$ cat src/rtl/adc_ext_ctrl_receiver.sv
// adc_ext_ctrl_receiver
// Listening end of the 3-wire ADC extended-control write link. Frames are
// 32 bits, MSB first: 12-bit header 12'h001, 4-bit address, 16-bit data.
// Good frames land in a 16 x 16 register file; malformed frames pulse
// frame_err_o and leave the register file alone.
//
// state     | meaning
// ----------+-----------------------------------------------------------
// WAIT_IDLE | after reset, ignore any frame in flight until select is high
// IDLE      | link quiet, waiting for select to fall
// SHIFT     | collecting bits on sclk rising edges
// COMMIT    | one cycle: validate length/header, write or flag error

module adc_ext_ctrl_receiver #(
    parameter int SYNC_STAGES = 2
) (
    input  logic        clk_i,
    input  logic        rst_i,
    input  logic        sclk_i,
    input  logic        sdata_i,
    input  logic        select_i,
    input  logic [3:0]  rd_addr_i,
    output logic [15:0] rd_data_o,
    output logic        wr_strobe_o,
    output logic [3:0]  wr_addr_o,
    output logic [15:0] wr_data_o,
    output logic        frame_err_o,
    output logic        des_enabled_o,
    output logic [7:0]  frame_count_o
);

    typedef enum logic [1:0] {
        WAIT_IDLE = 2'd0,
        IDLE      = 2'd1,
        SHIFT     = 2'd2,
        COMMIT    = 2'd3
    } state_t;

    localparam logic [11:0] HEADER  = 12'h001;
    localparam logic [5:0]  CNT_MAX = 6'd33;

    logic [SYNC_STAGES-1:0] sclk_sync_q;
    logic [SYNC_STAGES-1:0] sdata_sync_q;
    logic [SYNC_STAGES-1:0] sel_sync_q;
    logic                   sclk_del_q;
    logic                   sel_del_q;

    logic sclk_s, sdata_s, sel_s;
    logic sclk_rise_d, sel_rise_d, sel_fall_d;
    logic [5:0] cnt_inc_d;

    state_t       state_q;
    logic [31:0]  shift_q;
    logic [5:0]   cnt_q;
    logic [15:0]  regs_q [16];
    logic         wr_strobe_q;
    logic         frame_err_q;
    logic [3:0]   wr_addr_q;
    logic [15:0]  wr_data_q;
    logic [7:0]   frame_count_q;

    // Synchronizers plus one extra delayed copy for edge detection. select
    // resets low so a frame in flight at reset release is not mistaken for idle.
    always_ff @(posedge clk_i or posedge rst_i) begin
        if (rst_i) begin
            sclk_sync_q  <= '0;
            sdata_sync_q <= '0;
            sel_sync_q   <= '0;
            sclk_del_q   <= 1'b0;
            sel_del_q    <= 1'b0;
        end else begin
            sclk_sync_q  <= {sclk_sync_q[SYNC_STAGES-2:0], sclk_i};
            sdata_sync_q <= {sdata_sync_q[SYNC_STAGES-2:0], sdata_i};
            sel_sync_q   <= {sel_sync_q[SYNC_STAGES-2:0], select_i};
            sclk_del_q   <= sclk_sync_q[SYNC_STAGES-1];
            sel_del_q    <= sel_sync_q[SYNC_STAGES-1];
        end
    end

    // Edge detection on the synchronized link signals.
    always_comb begin
        sclk_s      = sclk_sync_q[SYNC_STAGES-1];
        sdata_s     = sdata_sync_q[SYNC_STAGES-1];
        sel_s       = sel_sync_q[SYNC_STAGES-1];
        sclk_rise_d = sclk_s & ~sclk_del_q;
        sel_rise_d  = sel_s & ~sel_del_q;
        sel_fall_d  = ~sel_s & sel_del_q;
        cnt_inc_d   = (cnt_q == CNT_MAX) ? cnt_q : cnt_q + 6'd1;
    end

    // Frame FSM with register file and registered status outputs.
    always_ff @(posedge clk_i or posedge rst_i) begin
        if (rst_i) begin
            state_q       <= WAIT_IDLE;
            shift_q       <= '0;
            cnt_q         <= '0;
            wr_strobe_q   <= 1'b0;
            frame_err_q   <= 1'b0;
            wr_addr_q     <= '0;
            wr_data_q     <= '0;
            frame_count_q <= '0;
            for (int i = 0; i < 16; i++) regs_q[i] <= '0;
        end else begin
            wr_strobe_q <= 1'b0;
            frame_err_q <= 1'b0;
            case (state_q)
                WAIT_IDLE: begin
                    if (sel_s) state_q <= IDLE;
                end
                IDLE: begin
                    if (sel_fall_d) begin
                        shift_q <= '0;
                        cnt_q   <= '0;
                        state_q <= SHIFT;
                    end
                end
                SHIFT: begin
                    if (sel_rise_d) begin
                        state_q <= COMMIT;
                    end else if (sclk_rise_d) begin
                        shift_q <= {shift_q[30:0], sdata_s};
                        cnt_q   <= cnt_inc_d;
                    end
                end
                COMMIT: begin
                    // Overlong frames saturate at 33 and therefore fail here.
                    if (cnt_q == 6'd32 && shift_q[31:20] == HEADER) begin
                        regs_q[shift_q[19:16]] <= shift_q[15:0];
                        wr_strobe_q            <= 1'b1;
                        wr_addr_q              <= shift_q[19:16];
                        wr_data_q              <= shift_q[15:0];
                        frame_count_q          <= frame_count_q + 8'd1;
                    end else begin
                        frame_err_q <= 1'b1;
                    end
                    state_q <= IDLE;
                end
                default: state_q <= WAIT_IDLE;
            endcase
        end
    end

    // Output mapping; reads are combinational so a write is visible with its strobe.
    always_comb begin
        rd_data_o     = regs_q[rd_addr_i];
        des_enabled_o = regs_q[4'hA][15];
        wr_strobe_o   = wr_strobe_q;
        frame_err_o   = frame_err_q;
        wr_addr_o     = wr_addr_q;
        wr_data_o     = wr_data_q;
        frame_count_o = frame_count_q;
    end

endmodule

$ cat config.mk
export PLATFORM = sky130hd
export DESIGN_NAME = adc_ext_ctrl_receiver
export DESIGN_NICKNAME = d
export VERILOG_FILES = /design/src/rtl/adc_ext_ctrl_receiver.sv
export SDC_FILE = /design/constraint.sdc
export NUM_CORES = 1
export LEC_CHECK = 0
export CELL_PAD_IN_SITES_DETAIL_PLACEMENT = 0
export CELL_PAD_IN_SITES_GLOBAL_PLACEMENT = 1
export CORE_MARGIN = 5
export CORE_UTILIZATION = 37
export CTS_BUF_LIST = sky130_fd_sc_hd__clkbuf_16
export CTS_CLUSTER_DIAMETER = 150
export DETAILED_ROUTE_END_ITERATION = 7
export PLACE_DENSITY_LB_ADDON = 0.1
export SETUP_SLACK_MARGIN = 0.2
export SYNTH_ARGS = -nofsm -noshare
export SYNTH_HDL_FRONTEND = slang
export SYNTH_SLANG_ARGS = --single-unit
$ cat constraint.sdc
create_clock -name clk_i -period 11.9 [get_ports clk_i]
set_input_delay 2.38 -clock clk_i [delete_from_list [all_inputs] [get_ports clk_i]]
set_output_delay 2.38 -clock clk_i [all_outputs]
set_load 0.1 [all_outputs]
# After elaboration in Yosys (flattened, before gate mapping)
# Index checks and enable logic that the tools add are counted.
# totals
regBits	334
wordCells	85
# op_classes
bitwise_logic	8
n_eq_ne	12
add_sub_neg	2
n_lt_le_gt_ge	3
reduce_logical	8
n_mux	23
# ops
op	count
bitwise mux 256 bit	1
two-way mux 32 bit	3
binary-select mux 16 bit (select 4 bit)	1
demux 16 bit (select 4 bit)	1
one-hot mux 32 bit (2 select lines)	1
two-way mux 16 bit	3
two-way mux 6 bit	4
equality test 12 x 1 -> 1 bit, second input constant	1
equality test 6 bit, second input constant	2
!= test 2 bit, second input constant	6
one-hot mux 6 bit (2 select lines)	1
greater-or-equal comparator 5 bit, second input constant	2
NOT 4 -> 5 bit	2
adder 8 x 1 -> 8 bit, second input constant	1
one-hot mux 2 bit (4 select lines)	1
adder 6 x 1 -> 6 bit, second input constant	1
two-way mux 2 bit	3
less-than comparator 5 x 1 -> 1 bit, second input constant	1
AND reduction 5 bit	1
equality test 2 bit, second input constant	2
two-way mux 1 bit	4
AND reduction 4 bit	1
bitwise AND 1 bit	3
NOT 1 bit	3
other kinds (6)	7

# Logic depth before layout (Yosys ltp)
# Gate-level depths: netlist of the first run.
# depth
ltp_word	6
depth_mapped	8
ltp_nobuf	6

# Worst setup path after synthesis of the first run
# Ideal clock, no wire load.
# synth_path
path_type	input port to output port
startpoint	input rd_addr_i[0]
endpoint	output rd_data_o[0]
cell_stages	5
path_buffers	2
arrival_ns	4.340
slack_ns	5.180
t_required_ns	9.520
cell_sequence	clkbuf_1 -> buf_2 -> mux4_2 -> a22oi_1 -> nand2_1
# synth_via
elab_chain_len	4
# synth_rtl
item	line	rtl
from (decl)	22	input logic [3:0] rd_addr_i,
NOT 4 -> 5 bit (not written as such)	145	rd_data_o = regs_q[rd_addr_i];
binary-select mux 16 bit (select 4 bit)	145	
two-way mux 16 bit (not written as such) (2 in series)	145	
to (decl)	23	output logic [15:0] rd_data_o,
# Every way passes these cells. The select of a mux whose other input is x is not followed.

# Worst setup path after layout of the first run
# layout_path
startpoint	input rd_addr_i[0]
endpoint	output rd_data_o[14]
# Same word-level chain as after synthesis.

==> metrics.txt, run 1 <==
reg2reg path depth=4; Die Ht=approximately 210 um; DR vias=slightly above 8k; register area=between 8000 and 9000 um2; CTS tree=done; Worst R2R End=regs_q[59]$_DFFE_PP0P_; synthesized instance count=975; asr flop ratio synth=100%; largest net degree at the start of global routing=82; ordered list of cells on the worst path=buf_4 -> buf_4 -> mux4_2 -> a22oi_1 -> nand2_1 -> clkdlybuf4s50_1; Static Leak=8.29 nW; Routed WL per cell=23.0 um; CTS max path bufs=3; Non-Filler Instances=roughly 1.6k; crit-path max cell delay=between 0.9 and 1 ns; Synth cell types=46; worst hold path type=register to register; Post-CTS Setup Inserts=0; Max Freq=126 MHz; slowest stage cell, crit path=clkdlybuf4s50_1; Initial Utilization=37.2%; Yosys reg bits=~330; final cycle utilization of the critical path=around two thirds; WHS Endpoint=sel_sync_q[1]$_DFF_PP0_; prevailing post-synth register cell=dfrtp_1; Syn Area/Cell=between 15 and 20 um2; initial antenna violation count=0; critical path's most frequent cell=buf_4; startpoint types=input pin; post-CTS sizing=0; Post-Syn Area=15,100 um2; hold buffer count at cts=0; Worst Max-Slew Pin Slew=1.05 ns; multi-input logic area=around 6300 um2; Layout area overhead=13.1%; setup TNS=0 ns; reg2reg setup slack=8.67 ns; post-placement cell count=1,484; wirelength, routed=35,600 um; fill cell count=3,718; relative slew slack=30.0%; HPWL after DPL=20,700 um; standard-cell row count=74; Max-Cap Viols=0; crit path max fanout=37; first-pass GRT wire length=between 50,000 and 60,000 um; RSZ-0062 raised after global routing=no; Synth Net Count=993; hold depth=0; critical path data required time=9.52 ns; total CTS buffers=40; hold_sp=sel_sync_q[0]$_DFF_PP0_; critical path class=input pin to primary output; Setup-failing EPs final=0; share of post-route cells with drive strength above 1=41.7%; clk_lat worst skew=around 0.55 ns; Core ar.=between 40,000 and 50,000 um2; reg2reg start=cnt_q[2]$_DFFE_PP0P_; die width=212 um; PwrDens=142 nW/um2; Clock Sinks=334; drt drc=0; Total Power=2.43 mW; Crit. End Element=primary output; post-route ant nets=0; Clk pin slew, worst setup/hold paths=0.05 ns; GRT overflow=0; Final Hold Vio Count=0; full die area=45,000 um2; Max Slew Vio Count=0; Iter 0 DRT Violations=399; WP data arrival=5.57 ns; Syn. warnings=0; diode count=0; status=finished, final reports clean; DP Area=16,000 um2; Min Clock Period, post-route=7.95 ns; final instance area=17,100 um2; routability congestion estimate=roughly 0.7; EDFF count, synth=0; CTS root buffer=clkbuf_16; Via density=5.31; overall routing resource usage=16.4%; vias in the first global route=9,053; drt first pass iters=4; H-tree depth=2; Final #Nets=1,012; Max rail drop VDD=approximately 0.000095 V; Top Ports=56; clock skew=between 0.015 and 0.02 ns; register area share after synthesis=55.2%; # port buffers=55
## registers in the layout (all words and copies together), names as in the netlist
signal and count:
sclk_sync_q 2, sclk_del_q 1, shift_q 32, regs_q 255, sel_del_q 1, sdata_sync_q 2
cnt_q 6, des_enabled_o 1, wr_strobe_o 1, wr_data_o 16, sel_sync_q 2, wr_addr_o 4
frame_err_o 1, frame_count_o 8, state_q 2
## worst max path at each step
stage,startpoint,to,slack [ns],depth (start not counted)
finish,rd_addr_i[0],rd_data_o[14],3.95,6
CTS,rd_addr_i[0],rd_data_o[14],3.84,6
global route,rd_addr_i[0],rd_data_o[13],3.68,6
detailed placement,rd_addr_i[0],rd_data_o[14],3.84,6
global placement,rd_addr_i[0],rd_data_o[10],3.84,6
floorplan,rst_i,cnt_q[0]$_DFFE_PP0P_,0.27,1
## through the flow
step | util [%] | worst slack [ns] | hold WS [ns]
after floorplan | - | 0.267 | 0.331
after global placement | 39.3 | 3.84 | 0.334
after detailed placement | 39.3 | 3.84 | 0.335
after CTS | 42.1 | 3.84 | 0.347
after global routing | 42.1 | 3.68 | 0.355
final | 42.1 | 3.95 | 0.345
## placed cells by master, fill, tap and decap left out, types with 5 or more instances in the layout
master / instances
dfrtp_1: 334
mux2_2: 254
xnor2_1: 6
nand4_1: 5
clkdlybuf4s50_1: 53
nand2b_1: 6
clkbuf_16: 42
a22oi_1: 32
mux2_4: 20
nor3_1: 8
nand3_1: 9
mux4_2: 64
nor2_1: 16
buf_4: 15
nand4_4: 13
inv_1: 18
nand2_1: 27
ha_1: 8
a22o_1: 32
clkinv_1: 8
## area by class of cell
cell class,count,area share [%]
clock buffer,42,6.14
clock inverter,24,0.614
inverter,6,0.175
multi-input combinational,543,36.6
sequential,334,48.8
tap,532,3.89
timing repair buffer,69,3.79
## worst max-delay path, delay by kind of cell
| kind | cells | cell delay (ns) |
|---|---|---|
| buf+inv | 3 | 2.20 |
| mux | 1 | 0.57 |
| compound gates | 1 | 0.27 |
| simple gates | 1 | 0.08 |
## synthesized netlist by cell type (3+ instances only)
library cell / count / area (um2)
dfrtp_1: 334 / 8360
mux2_2: 254 / 2860
mux4_2: 64 / 1440
clkbuf_1: 37 / 139
a22o_1: 32 / 280
a22oi_1: 32 / 240
nand2_1: 27 / 101
mux2_4: 20 / 300
buf_1: 18 / 67.6
nor2_1: 18 / 67.6
buf_6: 15 / 169
buf_2: 14 / 70.1
nand4_4: 13 / 277
ha_1: 9 / 113
nand3_1: 9 / 45.0
nor3_1: 8 / 40.0
buf_4: 6 / 45.0
inv_1: 6 / 22.5
nand2b_1: 6 / 37.5
xnor2_1: 6 / 52.6
nand4_1: 5 / 31.3
mux2_1: 4 / 45.0
o22a_1: 4 / 35.0
and3_1: 3 / 18.8
nor2b_1: 3 / 18.8
nor4_1: 3 / 18.8
## kinds of logic after synthesis
| family | synth area share [%] |
|---|---|
| DFF | 55.2 |
| xor gates and xnor gates | 0.405 |
| and+or+nand+nor | 5.11 |
| buffers and inverters | 3.56 |
| AOI/OAI and AO/OA | 4.15 |
| adders and majority gates | 0.744 |
| muxes | 30.8 |
## routing by layer
| metal | global-route usage (%) | up-vias | share of wire, % |
|---|---|---|---|
| met2 | 27.7 | 119 | 49 |
| li1 | - | 3661 | - |
| met4 | 3.44 | 0 | 1.6 |
| met3 | 3.07 | 51 | 4.2 |
| met5 | 0 | - | 0 |
| met1 | 22.3 | 4404 | 45 |
## where the power goes
part	switching [mW]	total (mW)	leakage, nW	internal [mW]
logic	0.123	0.174	3.04	0.0512
registers	0.0235	1.17	4.64	1.15
clock network	0.454	1.08	0.614	0.629
total	0.601	2.43	8.29	1.83
(Power assumes the default switching activity.)
==> inputs of run 2 (changes only) <==
Clock period 11.9 ns to 7.1 ns, I/O delays scaled along.
==> run 2 against run 1 <==
Against the previous run:
- highest routed layer unchanged
- via count grew 1.2%
- sequential share of layout area shrank 0.15 points
- flip-flop and latch count is the same
==> metrics.txt, run 2 (synthesized netlist as in run 1, its figures left out) <==
CTS max path bufs=3 (unchanged); critical path class=input pin to primary output; Max-Cap Viols=0 (unchanged); clock skew=0.0118 ns (-0.00563 ns); Gate power share=7.2% (about the same); GRT overflow=0 (unchanged); routability congestion estimate=0.701 (-0.16%); Routed WL per cell=24.2 um (+5.3%); register area=8360 um2 (unchanged); overall routing resource usage=17.3% (+0.86 points); Reg power frac=47.5% (-0.7 points); Post-CTS Setup Inserts=0 (unchanged); full die area=45,000 um2 (unchanged); # port buffers=55 (unchanged); CP Buf/Inv Count=2 (-1); wirelength, routed=37,600 um (+5.5%); Min Clock Period, post-route=about 5.8 ns; commonest cells after routing, fill and taps aside=334 x dfrtp_1, 254 x mux2_2, 64 x mux4_2; Max Freq=172 MHz; startpoint types=input pin; sw frac=25.4% (+0.71 points); status=finished, final reports clean; crit-path max cell delay=1.17 ns (+0.20 ns); WP data arrival=4.40 ns (-1.17 ns); Initial Utilization=37.2% (unchanged); Die Ht=212 um (unchanged); first-pass GRT wire length=58,700 um (+4.1%); PwrDens=241 nW/um2 (+70%); total CTS buffers=41 (+2.5%); H-tree depth=2 (unchanged); DR vias=8,336 (+1.2%); hold buffer count at cts=0 (unchanged); family with the most delay on the worst path=buffers and inverters; crit path max fanout=16 (-57%); post-route ant nets=0 (unchanged); Via density=5.37 (+1.1%); drt first pass iters=4 (unchanged); drt drc=0 (unchanged); die width=212 um (unchanged); ordered list of cells on the worst path=clkdlybuf4s50_1 -> nor2b_2 -> a22oi_1 -> nand2_1 -> clkdlybuf4s50_1; Core ar.=40,600 um2 (unchanged); Hold Slack=0.345 ns (-0.000134 ns); Setup-failing EPs final=0 (unchanged); CTS tree=done; initial antenna violation count=0 (unchanged); commonest non-fill, non-tap cell in the layout=dfrtp_1; critical path's most frequent cell=clkdlybuf4s50_1; Final Hold Vio Count=0 (unchanged); net switching power=1.05 mW (+75%); clk_lat worst skew=0.55 ns (about the same); Crit. End Element=primary output; Worst Max-Slew Pin Slew=1.09 ns (+0.0486 ns); fill cell count=3,707 (-0.30%); Layout area overhead=13.5%; multi-input logic area=6250 um2 (about the same); final cycle utilization of the critical path=82.0%; CTS root buffer=clkbuf_16; relative slew slack=26.7% (-3.3 points); standard-cell row count=74 (unchanged); Largest Register=regs_q; Max rail drop VDD=0.000119 V (+25%); DP Area=16,000 um2 (+0.24%); vias in the first global route=8,993 (-0.66%); post-CTS sizing=0 (unchanged); Max Slew Vio Count=0 (unchanged); Clk pin slew, worst setup/hold paths=0.05 ns (about the same); Clock Sinks=334 (unchanged); HPWL after DPL=20,700 um (about the same); critical path data required time=5.68 ns (-3.84 ns); final core occ=42.2% (+0.13 points); largest net degree at the start of global routing=168 (+100%); P_int=3.09 mW (+69%); final instance area=17,200 um2 (+0.31%); RSZ-0062 raised after global routing=no; max reg flops=255 (unchanged); Static Leak=8.31 nW (+0.17%); Final #Nets=1,013 (+0.099%); setup TNS=0 ns (unchanged); Top Ports=56 (unchanged); diode count=0 (unchanged); slowest stage cell, crit path=clkdlybuf4s50_1; share of post-route cells with drive strength above 1=42.1% (+0.41 points); clock power share=45.3% (+0.7 points); Iter 0 DRT Violations=509 (+28%); worst hold path type=register to register
==> run 2: cell types whose count changed in the layout (fill, tap and decap cells not counted), sizes merged <==
cell	delta
buf	+1
bufinv	+1
clkbuf	-1
clkdlybuf4s50	-1
clkinv	+4
clkinvlp	+2
inv	-4
==> run 2: worst paths after layout <==
| check | startpoint | to | slack (ns) | cells past startpoint |
|---|---|---|---|---|
| max reg2reg | cnt_q[2]$_DFFE_PP0P_ | regs_q[44]$_DFFE_PP0P_ | 3.84 | 4 |
| max in group asynchronous | rst_i | regs_q[65]$_DFFE_PP0P_ | 4.77 | 3 |
| max | rd_addr_i[2] | rd_data_o[4] | 1.28 | 5 |
| min in group asynchronous | rst_i | wr_strobe_o$_DFF_PP0_ | 1.12 | 2 |
| min reg2reg | sclk_sync_q[0]$_DFF_PP0_ | sclk_sync_q[1]$_DFF_PP0_ | 0.35 | 0 |
| min | sclk_sync_q[0]$_DFF_PP0_ | sclk_sync_q[1]$_DFF_PP0_ | 0.35 | 0 |
==> run 2: through the flow <==
step           setup slack, ns  power (mW)  instances
6_report                  1.28        4.14       1552
5_1_grt                   1.14        4.31       1552
4_1_cts                   1.21        4.21       1552
3_5_place_dp              1.19        2.30       1484
3_3_place_gp              1.25        2.30       1484
2_1_floorplan             1.22        2.21        975
==> run 2: power groups by stage <==
stage | registers, mW | logic [mW] | clock network, mW
after floorplan | 1.99 | 0.220 | 0
after global placement | 2.00 | 0.305 | 0
after detailed placement | 2.00 | 0.303 | 0
after CTS | 1.97 | 0.305 | 1.94
after global routing | 1.97 | 0.329 | 2.01
final | 1.97 | 0.297 | 1.88
==> run 2: cell type report <==
cell class | count | share of cell area, %
clock inverter | 27 | 0.845
inverter | 6 | 0.153
tap | 532 | 3.88
multi-input combinational | 543 | 36.4
timing repair buffer | 69 | 4.05
clock buffer | 41 | 5.98
sequential | 334 | 48.7
==> run 2: worst reg2reg max path: stages, from the launching register on <==
cell	delay [ns]
dfrtp_1	0.44
nor4b_2	0.32
and3_2	0.82
nand4_2	0.97
mux2_2	0.60
==> run 2: per-layer routing <==
metal  GRT usage (%)  routed length [um]  vias to the layer above
li1                -                   -                     3671
met1            24.3               17200                     4486
met2            27.9               18100                      128
met3            3.13                1510                       51
met4            4.53                 718                        0
met5               0                   0                        -
==> inputs of run 3 (changes only) <==
Clock period 7.1 ns to 5.5 ns, I/O delays scaled along.
==> run 3 against run 2 <==
Against the previous run:
- hold slack gained 0.0010 ns
- utilization is essentially flat
- clock power grew 30%
- total power grew 29%
- combinational power grew 30%
- critical endpoint is now rd_data_o[15]
- cell count is essentially flat
- die area is the same
- routed wire length shrank 0.45%
- flip-flop and latch count is the same
- global-route usage is essentially flat
- largest cell class unchanged
==> metrics.txt, run 3 (synthesized netlist as in run 1, its figures left out) <==
post-placement cell count=1,486 (+0.13%); Max rail drop VDD=0.000204 V (+70%); Setup-failing EPs final=0 (unchanged); fill cell count=3,726 (+0.51%); Final Hold Vio Count=0 (unchanged); Reg power frac=47.4% (about the same); Clock Sinks=334 (unchanged); Max Freq=between 200 and 250 MHz; Iter 0 DRT Violations=470 (-7.7%); Core ar.=40,600 um2 (unchanged); Static Leak=8.36 nW (+0.65%); Hold Slack=0.346 ns (+0.00104 ns); Top Ports=56 (unchanged); DP Area=16,000 um2 (-0.14%); Routed WL per cell=24.1 um (-0.51%); crit path max fanout=16 (unchanged); first-pass GRT wire length=59,100 um (+0.68%); Max-Cap Viols=0 (unchanged); initial antenna violation count=0 (unchanged); Max Slew Vio Count=0 (unchanged); status=finished, final reports clean; drt first pass iters=4 (unchanged); sw frac=25.2% (-0.20 points); drt drc=0 (unchanged); reg2reg setup slack=2.22 ns (-1.62 ns); Worst Max-Slew Pin Slew=1.17 ns (+0.0713 ns); wirelength, routed=37,400 um (-0.45%); Min Clock Period, post-route=4.40 ns; HPWL after DPL=21,100 um (+2.1%); Non-Filler Instances=1,553 (+0.064%); # port buffers=55 (unchanged); startpoint types=input pin; RSZ-0062 raised after global routing=no; worst hold path type=register to register; largest net degree at the start of global routing=125 (-26%); net switching power=1.35 mW (+28%); total CTS buffers=39 (-4.9%); diode count=0 (unchanged); multi-input logic area=6250 um2 (unchanged); vias in the first global route=8,970 (-0.26%); Placement Setup Slack=1.10 ns (-0.0950 ns); commonest non-fill, non-tap cell in the layout=dfrtp_1; DR vias=8,310 (-0.31%); post-CTS sizing=0 (unchanged); CTS tree=done; Initial Utilization=37.2% (unchanged); Die Ht=212 um (unchanged); CTS root buffer=clkbuf_16; Largest Register=regs_q; Final WS setup=1.10 ns (-0.182 ns); clock skew=0.0204 ns (+0.00858 ns); register area=8360 um2 (unchanged); max reg flops=255 (unchanged); Crit. Startpoint=rd_addr_i[2]; relative slew slack=21.9% (-4.8 points); critical path data required time=4.40 ns (-1.28 ns); final cycle utilization of the critical path=80.0%; Post-CTS Setup Inserts=0 (unchanged); routability congestion estimate=0.707 (+0.80%); GRT overflow=0 (unchanged); final instance area=17,200 um2 (about the same); reg2reg start=cnt_q[1]$_DFFE_PP0P_; WP data arrival=3.30 ns (-1.10 ns); PwrDens=312 nW/um2 (+29%); commonest cells after routing, fill and taps aside=334 x dfrtp_1, 254 x mux2_2, 64 x mux4_2; critical path class=input pin to primary output; Worst R2R End=wr_data_o[14]$_DFFE_PP0P_; Via density=5.35 (-0.38%); die width=212 um (unchanged); overall routing resource usage=17.2% (about the same); Gate power share=7.2% (about the same); Setup crit end=rd_data_o[15]; H-tree depth=2 (unchanged); CTS max path bufs=3 (unchanged); Clk pin slew, worst setup/hold paths=0.05 ns (about the same); Crit. End Element=primary output; clk_lat worst skew=0.55 ns (about the same); hold buffer count at cts=0 (unchanged); Layout area overhead=13.4% (about the same); Final #Nets=1,013 (unchanged); full die area=45,000 um2 (unchanged); standard-cell row count=74 (unchanged); post-route ant nets=0 (unchanged); share of post-route cells with drive strength above 1=43.5% (+1.4 points); clock power share=45.5% (+0.2 points); reg2reg path depth=8 (+4); P_int=4.01 mW (+30%)
==> run 3: cell count changes in the layout (fill, tap and decap cells not counted) <==
cell,previous run,this run
clkinv_8,0,1
clkbuf_16,41,40
clkinv_2,7,5
bufinv_16,1,2
clkinvlp_4,2,1
buf_4,12,29
clkdlybuf4s50_1,52,37
inv_1,14,17
clkinv_1,8,6
==> run 3: critical path, stage by stage <==
cell	delay, ns
clkdlybuf4s50_1	0.53
nor2b_2	0.95
a22oi_1	0.16
nand2_1	0.22
buf_4	0.33
==> run 3: cell type report <==
cell class / instances / area share (%)
tap: 532 / 3.88
clock buffer: 40 / 5.84
timing repair buffer: 71 / 3.92
inverter: 6 / 0.153
multi-input combinational: 543 / 36.4
clock inverter: 27 / 1.04
sequential: 334 / 48.7
==> run 3: worst min path at each step <==
stage                                      endpoint                      start  cells after the start
final                       sel_sync_q[1]$_DFF_PP0_    sel_sync_q[0]$_DFF_PP0_                      0
after global routing      sdata_sync_q[1]$_DFF_PP0_  sdata_sync_q[0]$_DFF_PP0_                      0
after CTS                 sdata_sync_q[1]$_DFF_PP0_  sdata_sync_q[0]$_DFF_PP0_                      0
after detailed placement    sel_sync_q[1]$_DFF_PP0_    sel_sync_q[0]$_DFF_PP0_                      0
after global placement      sel_sync_q[1]$_DFF_PP0_    sel_sync_q[0]$_DFF_PP0_                      0
after floorplan            sclk_sync_q[1]$_DFF_PP0_   sclk_sync_q[0]$_DFF_PP0_                      0
==> run 3: power groups by stage <==
stage	sequential, mW	clock (mW)	combinational, mW
finish	2.54	2.44	0.385
detailed placement	2.58	0	0.395
global route	2.54	2.63	0.432
global placement	2.58	0	0.394
floorplan	2.57	0	0.284
CTS	2.54	2.52	0.396
==> run 3: stage by stage <==
stage | utilization, % | power [mW] | setup TNS [ns]
finish | 42.2 | 5.36 | 0
global route | 42.2 | 5.60 | 0
CTS | 42.2 | 5.46 | 0
detailed placement | 39.3 | 2.98 | 0
global placement | 39.3 | 2.98 | 0
floorplan | - | 2.86 | -20.91
==> run 3: routing by layer <==
metal / GRT usage (%) / routed length (um) / vias up
met5: 0 / 0 / -
met3: 2.89 / 1260 / 37
met4: 3.78 / 615 / 0
li1: - / - / 3688
met2: 28.0 / 18000 / 111
met1: 24.6 / 17500 / 4474
==> variant (config.mk and constraints of run 2) <==
Register the inputs `sdata_i`, `select_i` and `rd_addr_i` before use, with the module's reset. The logic sees them one clock later.
--- a/src/rtl/adc_ext_ctrl_receiver.sv
+++ b/src/rtl/adc_ext_ctrl_receiver.sv
@@ -40,4 +40,20 @@
     localparam logic [5:0]  CNT_MAX = 6'd33;
 
+    logic sdata_q;
+    logic select_q;
+    logic [3:0] rd_addr_q;
+
+    always_ff @(posedge clk_i or posedge rst_i) begin
+        if (rst_i) begin
+            sdata_q   <= '0;
+            select_q  <= '0;
+            rd_addr_q <= '0;
+        end else begin
+            sdata_q   <= sdata_i;
+            select_q  <= select_i;
+            rd_addr_q <= rd_addr_i;
+        end
+    end
+
     logic [SYNC_STAGES-1:0] sclk_sync_q;
     logic [SYNC_STAGES-1:0] sdata_sync_q;
@@ -71,6 +87,6 @@
         end else begin
             sclk_sync_q  <= {sclk_sync_q[SYNC_STAGES-2:0], sclk_i};
-            sdata_sync_q <= {sdata_sync_q[SYNC_STAGES-2:0], sdata_i};
-            sel_sync_q   <= {sel_sync_q[SYNC_STAGES-2:0], select_i};
+            sdata_sync_q <= {sdata_sync_q[SYNC_STAGES-2:0], sdata_q};
+            sel_sync_q   <= {sel_sync_q[SYNC_STAGES-2:0], select_q};
             sclk_del_q   <= sclk_sync_q[SYNC_STAGES-1];
             sel_del_q    <= sel_sync_q[SYNC_STAGES-1];
@@ -143,5 +159,5 @@
     // Output mapping; reads are combinational so a write is visible with its strobe.
     always_comb begin
-        rd_data_o     = regs_q[rd_addr_i];
+        rd_data_o     = regs_q[rd_addr_q];
         des_enabled_o = regs_q[4'hA][15];
         wr_strobe_o   = wr_strobe_q;
Formal check against the unedited RTL: no difference found for any inputs over 4 cycles, from zero or initial values and one cycle with rst_i high; that may be too few to reach the edited logic, so the function may still have changed.
==> variant against run 2 <==
- wire length grew 4.4%
- register-to-register slack lost 0.49 ns
- global-route usage shrank 0.13 points
- area after synthesis grew 3.6%
- worst setup slack gained 0.55 ns
- cell count grew 0.71%
- cell area grew 3.3%
- clock skew grew 0.0011 ns
- combinational power grew 23%
- power grew 3.0%
- sequential cell count grew 6
- clock power is essentially flat
- largest cell class unchanged
==> variant: results (changes against run 2) <==
Synth area leaders = dfrtp_1, mux2_4, mux2_2
Largest net degree at the start of global routing = 134 (-20%)
Hold Startpoint = sdata_sync_q[0]$_DFF_PP0_
Drt initial violations = 528 (+3.7%)
CP Max Fanout = 37 (+21)
Routability Congestion = 0.699 (-0.38%)
GRT Overall Usage = 0.171 (-0.00128)
Max Clock Skew = 0.0129 ns (+0.00112 ns)
Dpl hpwl = 22.6 mm (+9.3%)
IO Port Bufs = 55 (unchanged)
Vias post-DR = 8342 (+0.072%)
Total CTS buffers = 40 (-2.4%)
Layout cells sized above 1 = 0.422 (+0.00129)
Worst R2R Setup Slack = 3.35 ns (-0.49 ns)
Top cells by count, synth = dfrtp_1, mux2_2, mux2_4
Reg2reg end = regs_q[59]$_DFFE_PP0P_
Synthesized net count = 997 (+0.40%)
Lkg Pwr = 8.67 nW (+4.3%)
Status = finished, final reports clean
Wirelength per Cell = 25.1 um (+3.7%)
Register area share after synthesis = 0.543 (-0.00948)
Crit path DAT = 3.85 ns (-0.55 ns)
Slew HR = 0.245 (-0.0215)
Peak supply drop = 0.199 mV (+67%)
Vias in the first global route = 9203 (+2.3%)
Worst hold endpoint = sdata_sync_q[1]$_DFF_PP0_
[variant: changes by cell type in the layout (fill, tap and decap cells not counted), sizes merged]
cell           delta
dfrtp             +6
clkdlybuf4s50     +3
buf               -2
and3              -1
and4              -1
and4b             +1
clkinvlp          -1
inv               -1
nand4             +1
nand4bb           -1
nor2              -1
or4b              +1
[variant: logic make-up (layout without fill, tap and decap cells)]
kind of cell | count (synthesis) | after routing | share of synthesized area
AOI/OAI and AO/OA | 78 | 78 | 0.0401
xor gates and xnor gates | 7 | 7 | 0.00391
adders and majority gates | 9 | 9 | 0.00719
and+or+nand+nor | 105 | 105 | 0.0494
DFF | 340 | 340 | 0.543
muxes | 343 | 343 | 0.324
buffers and inverters | 97 | 142 | 0.0329
[variant: power by group]
part / leakage (nW) / internal, mW / switching [mW]
Combinational: 3.36 / 0.105 / 0.261
Clock: 0.603 / 1.07 / 0.804
Sequential: 4.71 / 1.96 / 0.0596
[variant: worst max-delay path: stages, from the launching register on]
cell	delay (ns)
dfrtp_4	0.96
buf_12	0.34
mux4_2	0.54
a22oi_1	0.29
nand2_1	0.15
clkdlybuf4s50_1	1.00
[variant: how the worst max path moves through the flow]
stage / to / slack (ns) / depth (start not counted)
after floorplan: cnt_q[0]$_DFFE_PP0P_ / 1.13 / 1
after global placement: rd_data_o[7] / 2.27 / 5
after detailed placement: rd_data_o[7] / 2.27 / 5
after CTS: rd_data_o[7] / 1.67 / 5
after global routing: rd_data_o[7] / 1.61 / 5
final: rd_data_o[7] / 1.83 / 5
[variant: metrics by stage]
stage                     hold WS [ns]  std cells  worst slack, ns  power (mW)   util
final                            0.348       1563             1.83        4.27  0.423
after global routing             0.352       1563             1.61        4.46  0.423
after CTS                        0.348       1563             1.67        4.34  0.423
after detailed placement         0.335       1497             2.27        2.43  0.395
after global placement           0.336       1497             2.27        2.43  0.395
after floorplan                  0.331        979             1.13        2.34      -
[variant: cell type report]
| class | count | area (um^2) |
|---|---|---|
| clock inverter | 25 | 138 |
| sequential | 340 | 8510 |
| clock buffer | 41 | 1030 |
| multi-input combinational | 542 | 6660 |
| inverter | 6 | 26.3 |
| timing repair buffer | 70 | 701 |
| fill | 3795 | 24200 |
| tap | 539 | 674 |
[variant: layer usage]
metal / global-route usage / wire, um / vias up
met5: 0 / 0 / -
met1: 0.242 / 18500 / 4482
met3: 0.0276 / 1270 / 54
met2: 0.276 / 18600 / 128
met4: 0.0469 / 833 / 0
li1: - / - / 3678
